File: src/rtl/seq_signed_divider.sv
// seq_signed_divider: radix-2 restoring signed divider, one quotient bit per clock.
// Quotient truncates toward zero; remainder takes the sign of the dividend.
module seq_signed_divider #(
  parameter int Width_inputs = 16,
  parameter int Width_count  = 5
) (
  input  logic                    clk,
  input  logic                    reset,
  input  logic [Width_inputs-1:0] in_A,
  input  logic [Width_inputs-1:0] in_B,
  input  logic                    ld,
  output logic                    busy,
  output logic                    done,
  output logic [Width_inputs-1:0] quotient,
  output logic [Width_inputs-1:0] remainder,
  output logic                    div_by_zero,
  output logic                    overflow
);

  localparam int W = Width_inputs;
  localparam logic [Width_count-1:0] LAST = Width_count'(W - 1);
  localparam logic [W-1:0] MOST_NEG = {1'b1, {(W-1){1'b0}}};

  typedef enum logic [1:0] {IDLE, CALC, FIX, DONE} state_t;

  state_t state;

  logic [W-1:0] q_reg;
  logic [W-1:0] d_reg;
  logic [W-1:0] a_raw;
  logic [W:0]   r_reg;
  logic         sign_q;
  logic         sign_r;
  logic         ovf_cand;
  logic         dz_pend;
  logic [Width_count-1:0] count;

  logic [W-1:0] abs_a;
  logic [W-1:0] abs_b;
  logic [W:0]   r_sh;
  logic [W+1:0] t_diff;

  // One extra bit on the trial subtraction keeps its sign unambiguous
  always_comb begin
    abs_a  = in_A[W-1] ? -in_A : in_A;
    abs_b  = in_B[W-1] ? -in_B : in_B;
    r_sh   = {r_reg[W-1:0], q_reg[W-1]};
    t_diff = {1'b0, r_sh} - {2'b00, d_reg};
  end

  always_ff @(posedge clk or posedge reset) begin
    if (reset) begin
      state       <= IDLE;
      q_reg       <= '0;
      d_reg       <= '0;
      a_raw       <= '0;
      r_reg       <= '0;
      sign_q      <= 1'b0;
      sign_r      <= 1'b0;
      ovf_cand    <= 1'b0;
      dz_pend     <= 1'b0;
      count       <= '0;
      busy        <= 1'b0;
      done        <= 1'b0;
      quotient    <= '0;
      remainder   <= '0;
      div_by_zero <= 1'b0;
      overflow    <= 1'b0;
    end else begin
      unique case (state)
        IDLE: begin
          if (ld) begin
            q_reg       <= abs_a;
            d_reg       <= abs_b;
            a_raw       <= in_A;
            sign_q      <= in_A[W-1] ^ in_B[W-1];
            sign_r      <= in_A[W-1];
            ovf_cand    <= (in_A == MOST_NEG) && (in_B == '1);
            r_reg       <= '0;
            count       <= '0;
            busy        <= 1'b1;
            div_by_zero <= 1'b0;
            overflow    <= 1'b0;
            dz_pend     <= (in_B == '0);
            state       <= (in_B == '0) ? DONE : CALC;
          end
        end
        CALC: begin
          q_reg <= {q_reg[W-2:0], ~t_diff[W+1]};
          r_reg <= t_diff[W+1] ? r_sh : t_diff[W:0];
          count <= count + 1'b1;
          if (count == LAST) state <= FIX;
        end
        FIX: begin
          quotient  <= sign_q ? -q_reg : q_reg;
          remainder <= sign_r ? -r_reg[W-1:0] : r_reg[W-1:0];
          overflow  <= ovf_cand;
          done      <= 1'b1;
          state     <= DONE;
        end
        DONE: begin
          // Divide-by-zero lands here straight from IDLE and publishes one cycle later
          if (dz_pend) begin
            quotient    <= '1;
            remainder   <= a_raw;
            div_by_zero <= 1'b1;
            done        <= 1'b1;
            dz_pend     <= 1'b0;
          end else begin
            done  <= 1'b0;
            busy  <= 1'b0;
            state <= IDLE;
          end
        end
        default: state <= IDLE;
      endcase
    end
  end

endmodule

File: config.mk
export PLATFORM = sky130hd
export DESIGN_NAME = seq_signed_divider
export DESIGN_NICKNAME = d
export VERILOG_FILES = /design/src/rtl/seq_signed_divider.sv
export SDC_FILE = /design/constraint.sdc
export NUM_CORES = 1
export LEC_CHECK = 0
export ABC_AREA = 1
export BUFFER_PORTS_ARGS = -buffer_cell sky130_fd_sc_hd__clkbuf_2
export CAP_MARGIN = 5
export CORE_MARGIN = 5
export CORE_UTILIZATION = 50
export CTS_CLUSTER_DIAMETER = 200
export DETAILED_ROUTE_END_ITERATION = 12
export PLACE_DENSITY = 0.76
export SKIP_CTS_REPAIR_TIMING = 1
export SLEW_MARGIN = 20
export SYNTH_ARGS = -nofsm -noshare
export SYNTH_HDL_FRONTEND = slang
export SYNTH_SLANG_ARGS = --single-unit
File: constraint.sdc
create_clock -name clk -period 4.05 [get_ports clk]
set_clock_uncertainty 0.05 [all_clocks]
set_input_delay 0.405 -clock clk [delete_from_list [all_inputs] [get_ports clk]]
set_output_delay 0.405 -clock clk [all_outputs]
set_load 0.03 [all_outputs]
# == Yosys cells after proc, flatten, opt, wreduce, memory -nomap -nowiden ==
# Index checks and enable logic that the tools add are counted.
# word_totals
input_bits,35
register_bits,111
elab_cells,80
out_inout_bits,36
# classes
n_eq_ne,10
bitwise,2
add_sub_neg,6
mux,31
n_reduce_logical,15
# op_table
cell,count
$mux W16,9
$pmux W16 S2,4
$neg A16 Y16,4
$eq A16 B16 Y1 const B,2
$sub A17 B16 Y18,1
$logic_not A16 Y1,1
$pmux W1 S2,5
$pmux W5 S2,1
$reduce_and A2 Y1,5
$reduce_and A3 Y1,3
$mux W2,4
$ne A2 B2 Y1 const B,4
$pmux W2 S4,1
$reduce_bool A2 Y1,4
$mux W1,6
$add A5 B1 Y5 const B,1
$eq A5 B4 Y1 const B,1
$mux W5,1
$eq A2 B2 Y1 const B,2
$eq A2 B1 Y1 const B,1
$logic_not A2 Y1,1
$logic_and A1 B1 Y1,1
$not A1 Y1,1
$xor A1 B1 Y1,1

# == Depth between registers and ports, before layout ==
# Gate-level depths: netlist (run 1).
# logic_depth
depth_word,4
mapped_depth,14

# == Least setup slack after synthesis (run 1) ==
# Ideal clock, no wire load.
# synth_path
path_type,register to register
from,reg r_reg[10]
to,reg r_reg[1]
period_less_slack_ps,1844
path_stages_with_launch,11
arrival_time_ps,1663
slack_ps,2206
required_ps,3869
setup_time_ps,131
path_cell_list,dfrtp_1 ha_1 nand2_2 inv_1 nand2_1 nand3_1 a21oi_4 buf_6 nand3_1 nand3_1 o21ai_0
# synth_via
elab_chain_cells,3
# synth_rtl
element,line_no,rtl
"start, declared",31,logic [W:0] r_reg;
"start signal, assigned",90,r_reg <= t_diff[W+1] ? r_sh : t_diff[W:0];
$sub A17 B16 Y18,48,"t_diff = {1'b0, r_sh} - {2'b00, d_reg};"
$mux W16,90,
$pmux W16 S2,70,unique case (state)
# Every way passes these cells.
# A chain may end at the register's enable or synchronous reset.

# == Worst setup path in the final report (run 1) ==
# layout_path
from,reg state[1]
to,reg q_reg[2]
# layout_via
elab_chain_cells,3
word_cells_on_any_way,6
# layout_rtl
element,line_no,rtl
"start, declared",26,state_t state;
"start signal, assigned",85,state <= (in_B == '0) ? DONE : CALC;
$eq A2 B1 Y1 / $logic_not A2 Y1 (equally long branches),70,
$reduce_bool A2 Y1 (no line) / $ne A2 B2 Y1 (equally long branches),-,
$reduce_and A2 Y1 (no line),-,
"end signal, assigned",73,q_reg <= abs_a;
"end signal, assigned",89,"q_reg <= {q_reg[W-2:0], ~t_diff[W+1]};"
"end, declared",28,logic [W-1:0] q_reg;
# Several ways; a longest one is shown, not always the timed one.

==> run_results.csv, run 1 <==
group,metric,value,unit
critical_path,worstPathCellList,"inv_1 -> ha_1 -> inv_1 -> o21ai_4 -> inv_1 -> a21oi_1 -> o21ai_0 -> o21ai_0",
timing,hold_violations,0,
synthesis,syn_nets,1093,
pwr,p_sw_share,51.03,%
routing,vias,6890,
routing,ant_nets,0,
synthesis,ys_seq_area_share,37.90,%
critical_path,crit_type,"reg2reg",
synthesis,synth_async_sr_flop_share,100.0,%
pwr,seqPwrFrac,27.7,%
synthesis,syn_area_per_cell,7.052,µm²
synthesis,ys_ff_latch,110,
grt,antenna_found_initial,0,
pwr,internal-power,3.548,mW
grt,grt_util_all_layers,23.21,%
critical_path,r2r_cells,8,
critical_path,critPathTopFamily,"compound AO/OA/AOI/OAI gates",
pwr,leakagePower,4.234,nW
grt,grt.overflow.total,0,
layout,fin_util,55.81,%
pwr,power_switching,3.697,mW
clock_tree,htree_levels,3,
place,place.gp.congestion,0.9286,
timing,tightest_slew,0.8583,ns
clock_tree,cts_tree,"done",
timing,hold_ws,0.1633,ns
critical_path,critPathLaunchType,"register",
place,place_hpwl,14640,µm
grt,grt_pass1_wl,31230,µm
die,coreArea,0.01437,mm²
routing,first_iter_violations,539,
routing,post_drt_wl_per_cell,15.09,µm
critical_path,crit_fanout,30,
die,ios,71,
synthesis,synth.distinct_cells,44,
clock_tree,clock-sinks,110,
hold_path,hold_path_class,"in2async",
layout,nets,1145,
synthesis,synth_area,0.007263,mm²
routing,dr.pass1.iters,5,
critical_path,max_stage_delay,0.66,ns
timing,setup_viol_count_final,0,
critical_path,crit_path_end_kind,"register",
die,die_h,130.5,µm
layout,syn_to_final_growth,10.40,%
grt,grt_pass1_vias,6237,
die,initial_core_util,50.55,%
critical_path,worst_ep_arrival_time,2.98,ns
die,die_width,130.5,µm
routing,wirelength,19180,µm
synthesis,synthCells,1030,
timing,maxSlewViolCount,0,
routing,vias_per_cell,5.421,
timing,fin_crit,2.761,ns
run,maxCapViolations,0,
synthesis,ys_warn_count,0,
pwr,finalPower,7.245,mW
critical_path,crit_required,4.27,ns
clock_tree,cts_buffer_depth,2,
outcome,status,"complete, no violations",
grt,grt_start_max_net_pins,71,
pwr,clkPwrFrac,12.6,%
pwr,peakVddDrop,0.3377,mV
critical_path,critPathBufInv,3,
timing,fin_ws,1.289,ns
timing,rsz0062_at_grt,"false",
critical_path,cp_slowest_cell,"o21ai_4",
layout,antennaDiodeCount,0,
place,place_ws,0.8876,ns
critical_path,reg2reg_to,"q_reg[2]",
routing,drc,0,
pwr,power_density,903.5,mW/mm²
place,portBuffers,70,
die,dieArea,0.01704,mm²
clock_tree,clock_latency,0.36,ns
timing,period_share,68.18,%
clock_tree,cts_inserted_buffers,9,
layout,drive_gt1_share,10.12,%
timing,relSlewSlack,42.78,%
clock_tree,path_clk_slew,0.08,ns
critical_path,crit_top_cell,"inv_1",
timing,max_freq,0.3621,GHz
timing,fin_tns_setup,0,ns
critical_path,r2r_slack,1.29,ns
die,num_rows,44,
synthesis,synth_edf_count,0,
critical_path,reg2reg_from,"state[1]",
pwr,combPwrFrac,59.8,%
synthesis,synth-main-ff-cell,"dfrtp_1",
clock_tree,cts_root_buffer,"clkbuf_16",
==> stage by stage <==
step / cell area, µm² / instances
floorplan: 7263 / 1030
global placement: 7712 / 1255
detailed placement: 7712 / 1255
CTS: 8011 / 1271
global route: 8019 / 1271
finish: 8019 / 1271
==> cell usage after synthesis, types with 3 or more instances <==
cell type  number  area [µm²]
inv_1         147       551.8
xnor2_1         7       61.31
buf_4           3       22.52
xor2_1         20       175.2
o21ai_0        84       420.4
nor2_1         71       266.5
a21oi_1        31       155.2
nand2_1       285        1070
nand3b_1        3       22.52
o21bai_1        9       67.56
a31oi_1         4       25.02
nand3_2         3       30.03
o211ai_1       12       90.09
o22ai_1        19       118.9
clkbuf_1       18       67.56
dfrtp_1       110        2753
nand3_1       103       515.5
nand4_1        19       118.9
ha_1           27       337.8
buf_2           8       40.04
nor3_1         11       55.05
nand2_2         4       25.02
and2_1          3       18.77
==> worst reg2reg max path: stages (launching register included) <==
cell and delay (ns):
dfrtp_1 0.42, inv_1 0.10, ha_1 0.28, inv_1 0.25, o21ai_4 0.66, inv_1 0.50
a21oi_1 0.22, o21ai_0 0.10, o21ai_0 0.09
==> routing by layer <==
metal,share of wire (%),wire length [µm],GRT usage (%),up-vias
met2,44,8518,35.09,209
li1,-,-,-,3456
met1,48,9244,34.48,3194
met4,1.9,371,6.352,0
met3,5.4,1045,4.024,31
met5,0,0,0,-
==> worst max path at each step <==
stage / startpoint / to / slack [ns] / depth (start not counted)
5_1_grt: state[1] / q_reg[2] / 1.07 / 8
4_1_cts: state[1] / q_reg[2] / 0.88 / 8
3_5_place_dp: state[1] / q_reg[0] / 0.89 / 7
6_report: state[1] / q_reg[2] / 1.29 / 8
2_1_floorplan: reset / a_raw[0] / 0.69 / 1
3_3_place_gp: state[1] / q_reg[0] / 1.07 / 7
==> layout by cell type (no fill, tap or decap), types with 19 or more instances in the layout <==
cell type	instances
o21ai_0	84
a21oi_1	31
nor2_1	71
ha_1	27
xor2_1	20
clkbuf_2	70
nand2_1	285
nand4_1	19
nand3_1	103
inv_1	146
dfrtp_1	110
o22ai_1	19
==> final cells by class <==
class / count / area [µm²]
Clock buffer: 11 / 242.7
Clock inverter: 5 / 56.30
Timing Repair Buffer: 73 / 372.9
Sequential cell: 110 / 2753
Tap cell: 184 / 230.2
Inverter: 150 / 565.5
Fill cell: 1363 / 6350
Multi-Input combinational cell: 738 / 3799
==> power by group through the flow <==
stage          Clock [mW]  Combinational [mW]  Sequential (mW)
2_1_floorplan           0                3.12             2.20
3_3_place_gp            0                4.21             2.00
3_5_place_dp            0                4.28             2.02
4_1_cts             0.921                4.30             2.00
5_1_grt             0.971                4.91             2.06
6_report            0.912                4.33             2.00
==> cell families after synthesis <==
family                     synth area share (%)
AOI/OAI and AO/OA                         13.51
xor gates and xnor gates                  3.256
buffers and inverters                     9.957
and+or+nand+nor                           30.46
adders and majority gates                 4.927
DFF                                       37.90
(Power assumes the default switching activity.)
==> run 2, diff against run 1 <==
- PLACE_DENSITY: 0.76 -> 0.79
- clock period: 4.05 -> 2.3 ns (I/O delays scaled with it)
==> run_results.csv, run 2 (synthesis results as in run 1) <==
group,metric,value,unit
outcome,status,"complete, no violations",
hold_path,holdPathStages,3,
routing,dr.pass1.iters,5,
timing,fin_crit,2.142,ns
timing,hold_violations,0,
pwr,leakagePower,4.355,nW
timing,period_share,93.13,%
clock_tree,path_clk_slew,0.07,ns
timing,fin_tns_setup,0,ns
layout,design_area,0.008215,mm²
timing,setup_viol_count_final,0,
layout,antennaDiodeCount,0,
layout,syn_to_final_growth,13.11,%
hold_path,holdPathEnd,"a_raw[13]",
clock_tree,cts_tree,"done",
critical_path,reg2reg_to,"r_reg[1]",
timing,relSlewSlack,52.65,%
clock_tree,clock-sinks,110,
critical_path,r2r_slack,0.16,ns
critical_path,reg2reg_from,"r_reg[10]",
place,place_hpwl,15380,µm
place,placed_area,0.007923,mm²
run,maxCapViolations,0,
critical_path,r2r_cells,10,
clock_tree,cts_root_buffer,"clkbuf_16",
critical_path,crit_fanout,8,
timing,rsz0062_at_grt,"false",
timing,tightest_slew,0.7087,ns
die,die_width,130.5,µm
pwr,peakVddDrop,0.8337,mV
routing,wirelength,19700,µm
place,place.gp.congestion,0.9990,
grt,grt_pass1_vias,6521,
layout,layout_common_cells,"285 x nand2_1, 146 x inv_1, 110 x dfrtp_1",
clock_tree,cts_inserted_buffers,9,
clock_tree,cts_buffer_depth,2,
critical_path,crit_required,2.48,ns
critical_path,worst_ep_arrival_time,2.32,ns
routing,ant_nets,0,
routing,drc,0,
die,initial_core_util,50.55,%
grt,grt.overflow.total,0,
clock_tree,htree_levels,3,
layout,drive_gt1_share,12.03,%
die,coreArea,0.01437,mm²
grt,grt_start_max_net_pins,33,
pwr,power_density,1593,mW/mm²
place,portBuffers,70,
hold_path,hold_start,"in_A[13]",
timing,fin_ws,0.1580,ns
routing,post_drt_wl_per_cell,15.18,µm
critical_path,critPathLaunchType,"register",
critical_path,crit_type,"reg2reg",
layout,fin_util,57.18,%
timing,max_freq,0.4668,GHz
die,die_h,130.5,µm
critical_path,crit_path_end_kind,"register",
layout,final_common_cell,"nand2_1",
die,dieArea,0.01704,mm²
die,num_rows,44,
place,place_ws,0.1755,ns
layout,nets,1172,
routing,first_iter_violations,763,
timing,maxSlewViolCount,0,
routing,vias,7160,
clock_tree,clock_latency,0.36,ns
die,ios,71,
hold_path,hold_path_class,"in2reg",
grt,antenna_found_initial,0,
grt,grt_pass1_wl,32220,µm
grt,grt_util_all_layers,23.66,%
routing,vias_per_cell,5.516,
run 2: area by class of cell:
| type | instances | area (µm²) |
|---|---|---|
| Sequential cell | 110 | 2753 |
| Tap cell | 184 | 230.2 |
| Clock inverter | 5 | 42.54 |
| Fill cell | 1309 | 6153 |
| Multi-Input combinational cell | 738 | 3787 |
| Inverter | 150 | 566.8 |
| Clock buffer | 11 | 232.7 |
| Timing Repair Buffer | 100 | 603.1 |
run 2: metal layers:
metal  track usage, %  vias to the layer above  wire length, µm
met5                0                        -                0
met4            7.139                        0              422
met3            3.943                       33             1575
met2            36.06                      270             8777
met1            34.67                     3353             8924
li1                 -                     3504                -
run 2: critical path, stage by stage, from the launching register on:
cell and delay, ns:
dfrtp_1 0.47, ha_1 0.40, nand2_2 0.12, inv_1 0.04
nand2_1 0.06, nand3_1 0.16, a21oi_4 0.26, buf_4 0.19
nand3_1 0.08, nand3_1 0.09, o21ai_0 0.09
run 2: how the worst max path moves through the flow:
stage | from | end | slack, ns
floorplan | r_reg[10] | r_reg[1] | 0.46
global placement | r_reg[10] | r_reg[8] | 0.19
detailed placement | r_reg[10] | r_reg[8] | 0.18
CTS | r_reg[10] | r_reg[1] | 0.12
global route | r_reg[4] | r_reg[3] | 0.004
finish | r_reg[10] | r_reg[1] | 0.16
run 2: power by group:
| group | internal (mW) | switching, mW | leakage [nW] |
|---|---|---|---|
| clock network | 0.751 | 0.749 | 0.131 |
| registers | 2.83 | 0.665 | 1.36 |
| logic | 2.81 | 5.28 | 2.86 |
run 2: per-stage QoR:
step	cells	total power, mW	hold slack, ns
floorplan	1030	9.369	0.2896
global placement	1280	11.32	0.3246
detailed placement	1280	11.45	0.3156
CTS	1296	12.99	-0.06617
global route	1298	14.26	0.1396
finish	1298	13.09	0.1203
==> run 3, diff against run 2 <==
- ABC_AREA: 1 -> unset
- BUFFER_PORTS_ARGS: -buffer_cell sky130_fd_sc_hd__clkbuf_2 -> unset
- DONT_BUFFER_PORTS: unset -> 1
- PLACE_DENSITY: 0.79 -> 0.75
==> run_results.csv, run 3 <==
group,metric,value,unit
outcome,status,"complete, but fails checks",
outcome,violations,"setup timing",
place,place.gp.congestion,0.9360,
routing,post_drt_wl_per_cell,18.36,µm
timing,fin_ws,-0.05034,ns
synthesis,ys_ff_latch,110,
clock_tree,cts_inserted_buffers,9,
routing,wirelength,18340,µm
routing,vias,5990,
synthesis,synth_area_leaders,"dfrtp_1 40%, o21ai_0 6.4%, xor2_1 5.5%",
routing,dr.pass1.iters,8,
run,maxCapViolations,0,
synthesis,synth_edf_count,0,
synthesis,ys_warn_count,0,
critical_path,crit_type,"reg2reg",
critical_path,worstPathCellList,"ha_4 -> fa_2 -> nand2b_4 -> a21o_1 -> a21o_1 -> a21oi_2 -> mux2_4 -> a31o_4",
timing,relSlewSlack,61.26,%
layout,syn_to_final_growth,17.52,%
timing,hold_violations,0,
layout,design_area,0.007990,mm²
synthesis,synth_area_leader_cell,"dfrtp_1",
grt,antenna_found_initial,0,
critical_path,crit_required,2.50,ns
grt,grt_util_all_layers,22.20,%
synthesis,synth-main-ff-cell,"dfrtp_1",
clock_tree,clock-sinks,110,
place,placed_area,0.007381,mm²
synthesis,syn_nets,829,
routing,drc,0,
hold_path,hold_path_class,"in2reg",
critical_path,crit_path_end_kind,"register",
place,placedCellCount,964,
grt,grt_pass1_wl,29060,µm
clock_tree,cts_buffer_depth,2,
timing,tightest_slew,0.5810,ns
critical_path,crit_fanout,3,
routing,first_iter_violations,523,
critical_path,cp_slowest_cell,"dfrtp_1",
synthesis,synth_common_cells,"110 x dfrtp_1, 97 x nand2_1, 87 x o21ai_0",
clock_tree,htree_levels,3,
die,die_h,126.6,µm
grt,grt.overflow.total,0,
pwr,leakagePower,3.453,nW
timing,period_share,102.2,%
critical_path,max_stage_delay,0.42,ns
critical_path,crit_top_cell,"a21o_1",
timing,rsz0062_at_grt,"true",
layout,fin_util,60.10,%
die,num_rows,42,
clock_tree,path_clk_slew,0.08,ns
synthesis,synth.most_common_cell,"dfrtp_1",
timing,setup_viol_count_final,1,
critical_path,critPathLaunchType,"register",
layout,fin_cells,999,
layout,final_common_cell,"dfrtp_1",
clock_tree,clock_latency,0.37,ns
clock_tree,cts_tree,"done",
grt,grt_pass1_vias,5702,
die,ios,71,
place,place_hpwl,13590,µm
synthesis,synth.distinct_cells,60,
timing,fin_crit,2.350,ns
place,portBuffers,0,
grt,grt_start_max_net_pins,111,
layout,layout_common_cells,"110 x dfrtp_1, 96 x nand2_1, 85 x o21ai_0",
pwr,peakVddDrop,0.8742,mV
routing,ant_nets,0,
synthesis,ys_seq_area_share,40.49,%
die,die_width,126.6,µm
timing,maxSlewViolCount,0,
die,initial_core_util,51.14,%
clock_tree,cts_root_buffer,"clkbuf_16",
synthesis,synthCells,766,
timing,max_freq,0.4255,GHz
layout,antennaDiodeCount,0,
layout,drive_gt1_share,16.65,%
die,dieArea,0.01603,mm²
pwr,power_density,1673,mW/mm²
synthesis,synth_top_area_share,40.49,%
critical_path,worst_ep_arrival_time,2.55,ns
die,coreArea,0.01330,mm²
routing,vias_per_cell,5.996,
synthesis,synth_async_sr_flop_share,100.0,%
layout,nets,882,
synthesis,synth_area,0.006799,mm²
synthesis,syn_area_per_cell,8.876,µm²
[run 3: final timing paths]
check | from | to | slack (ns) | cells past startpoint
min in group asynchronous | reset | quotient[3] | 0.47 | 3
setup / recovery | d_reg[0] | r_reg[12] | -0.05 | 8
hold reg to reg | d_reg[3] | d_reg[3] | 0.44 | 2
max in group asynchronous | reset | d_reg[12] | 1.29 | 3
setup reg to reg | d_reg[0] | r_reg[12] | -0.05 | 8
hold / removal | in_A[0] | q_reg[0] | 0.0008 | 2
[run 3: logic make-up after synthesis]
group	Yosys count	share of synthesized area, %
buffers and inverters	74	4.159
XOR/XNOR	63	8.116
adder cells (fa/ha/maj)	28	5.263
AO/OA/AOI/OAI	241	22.67
flip-flops	110	40.49
multiplexers	25	3.975
AND/OR/NAND/NOR	225	15.33
[run 3: power by group]
| group | switching, mW | internal [mW] |
|---|---|---|
| Combinational | 4.22 | 3.48 |
| Clock | 0.756 | 0.750 |
| Sequential | 1.36 | 2.81 |
| Total | 6.33 | 7.04 |
[run 3: through the flow]
stage / setup slack (ns) / total power [mW] / hold WS, ns / setup TNS [ns]
floorplan: 0.004893 / 8.897 / 0.3306 / 0
global placement: -0.03942 / 11.06 / 0.2623 / -0.1031
detailed placement: -0.07583 / 11.30 / 0.2715 / -0.2105
CTS: -0.1013 / 12.83 / -0.1243 / -0.3784
global route: -0.1240 / 14.40 / 0.006487 / -0.2989
finish: -0.05034 / 13.37 / 0.0008236 / -0.05034
[run 3: area by class of cell]
| cell class | instances | area [µm²] |
|---|---|---|
| clock buffer | 9 | 225.2 |
| clock inverter | 6 | 56.30 |
| fill | 1108 | 5305 |
| inverter | 35 | 135.1 |
| multi-input combinational | 582 | 3915 |
| sequential | 110 | 2753 |
| tap | 176 | 220.2 |
| timing repair buffer | 81 | 685.7 |
[run 3: metal layers]
layer | global-route usage [%] | share of wire [%] | vias to the layer above | wire, µm
met5 | 0 | 0 | - | 0
met4 | 6.120 | 2.0 | 0 | 366
met3 | 5.759 | 7.0 | 26 | 1284
met2 | 34.65 | 46 | 218 | 8465
met1 | 30.75 | 45 | 2909 | 8226
li1 | - | - | 2837 | -
[run 3: worst max-delay path: cells and delay by family, from the launching register on]
kind	cells	cell delay (ns)
and+or+nand+nor	1	0.15
AOI/OAI and AO/OA	4	0.77
DFF	1	0.42
adders and majority gates	2	0.54
muxes	1	0.31
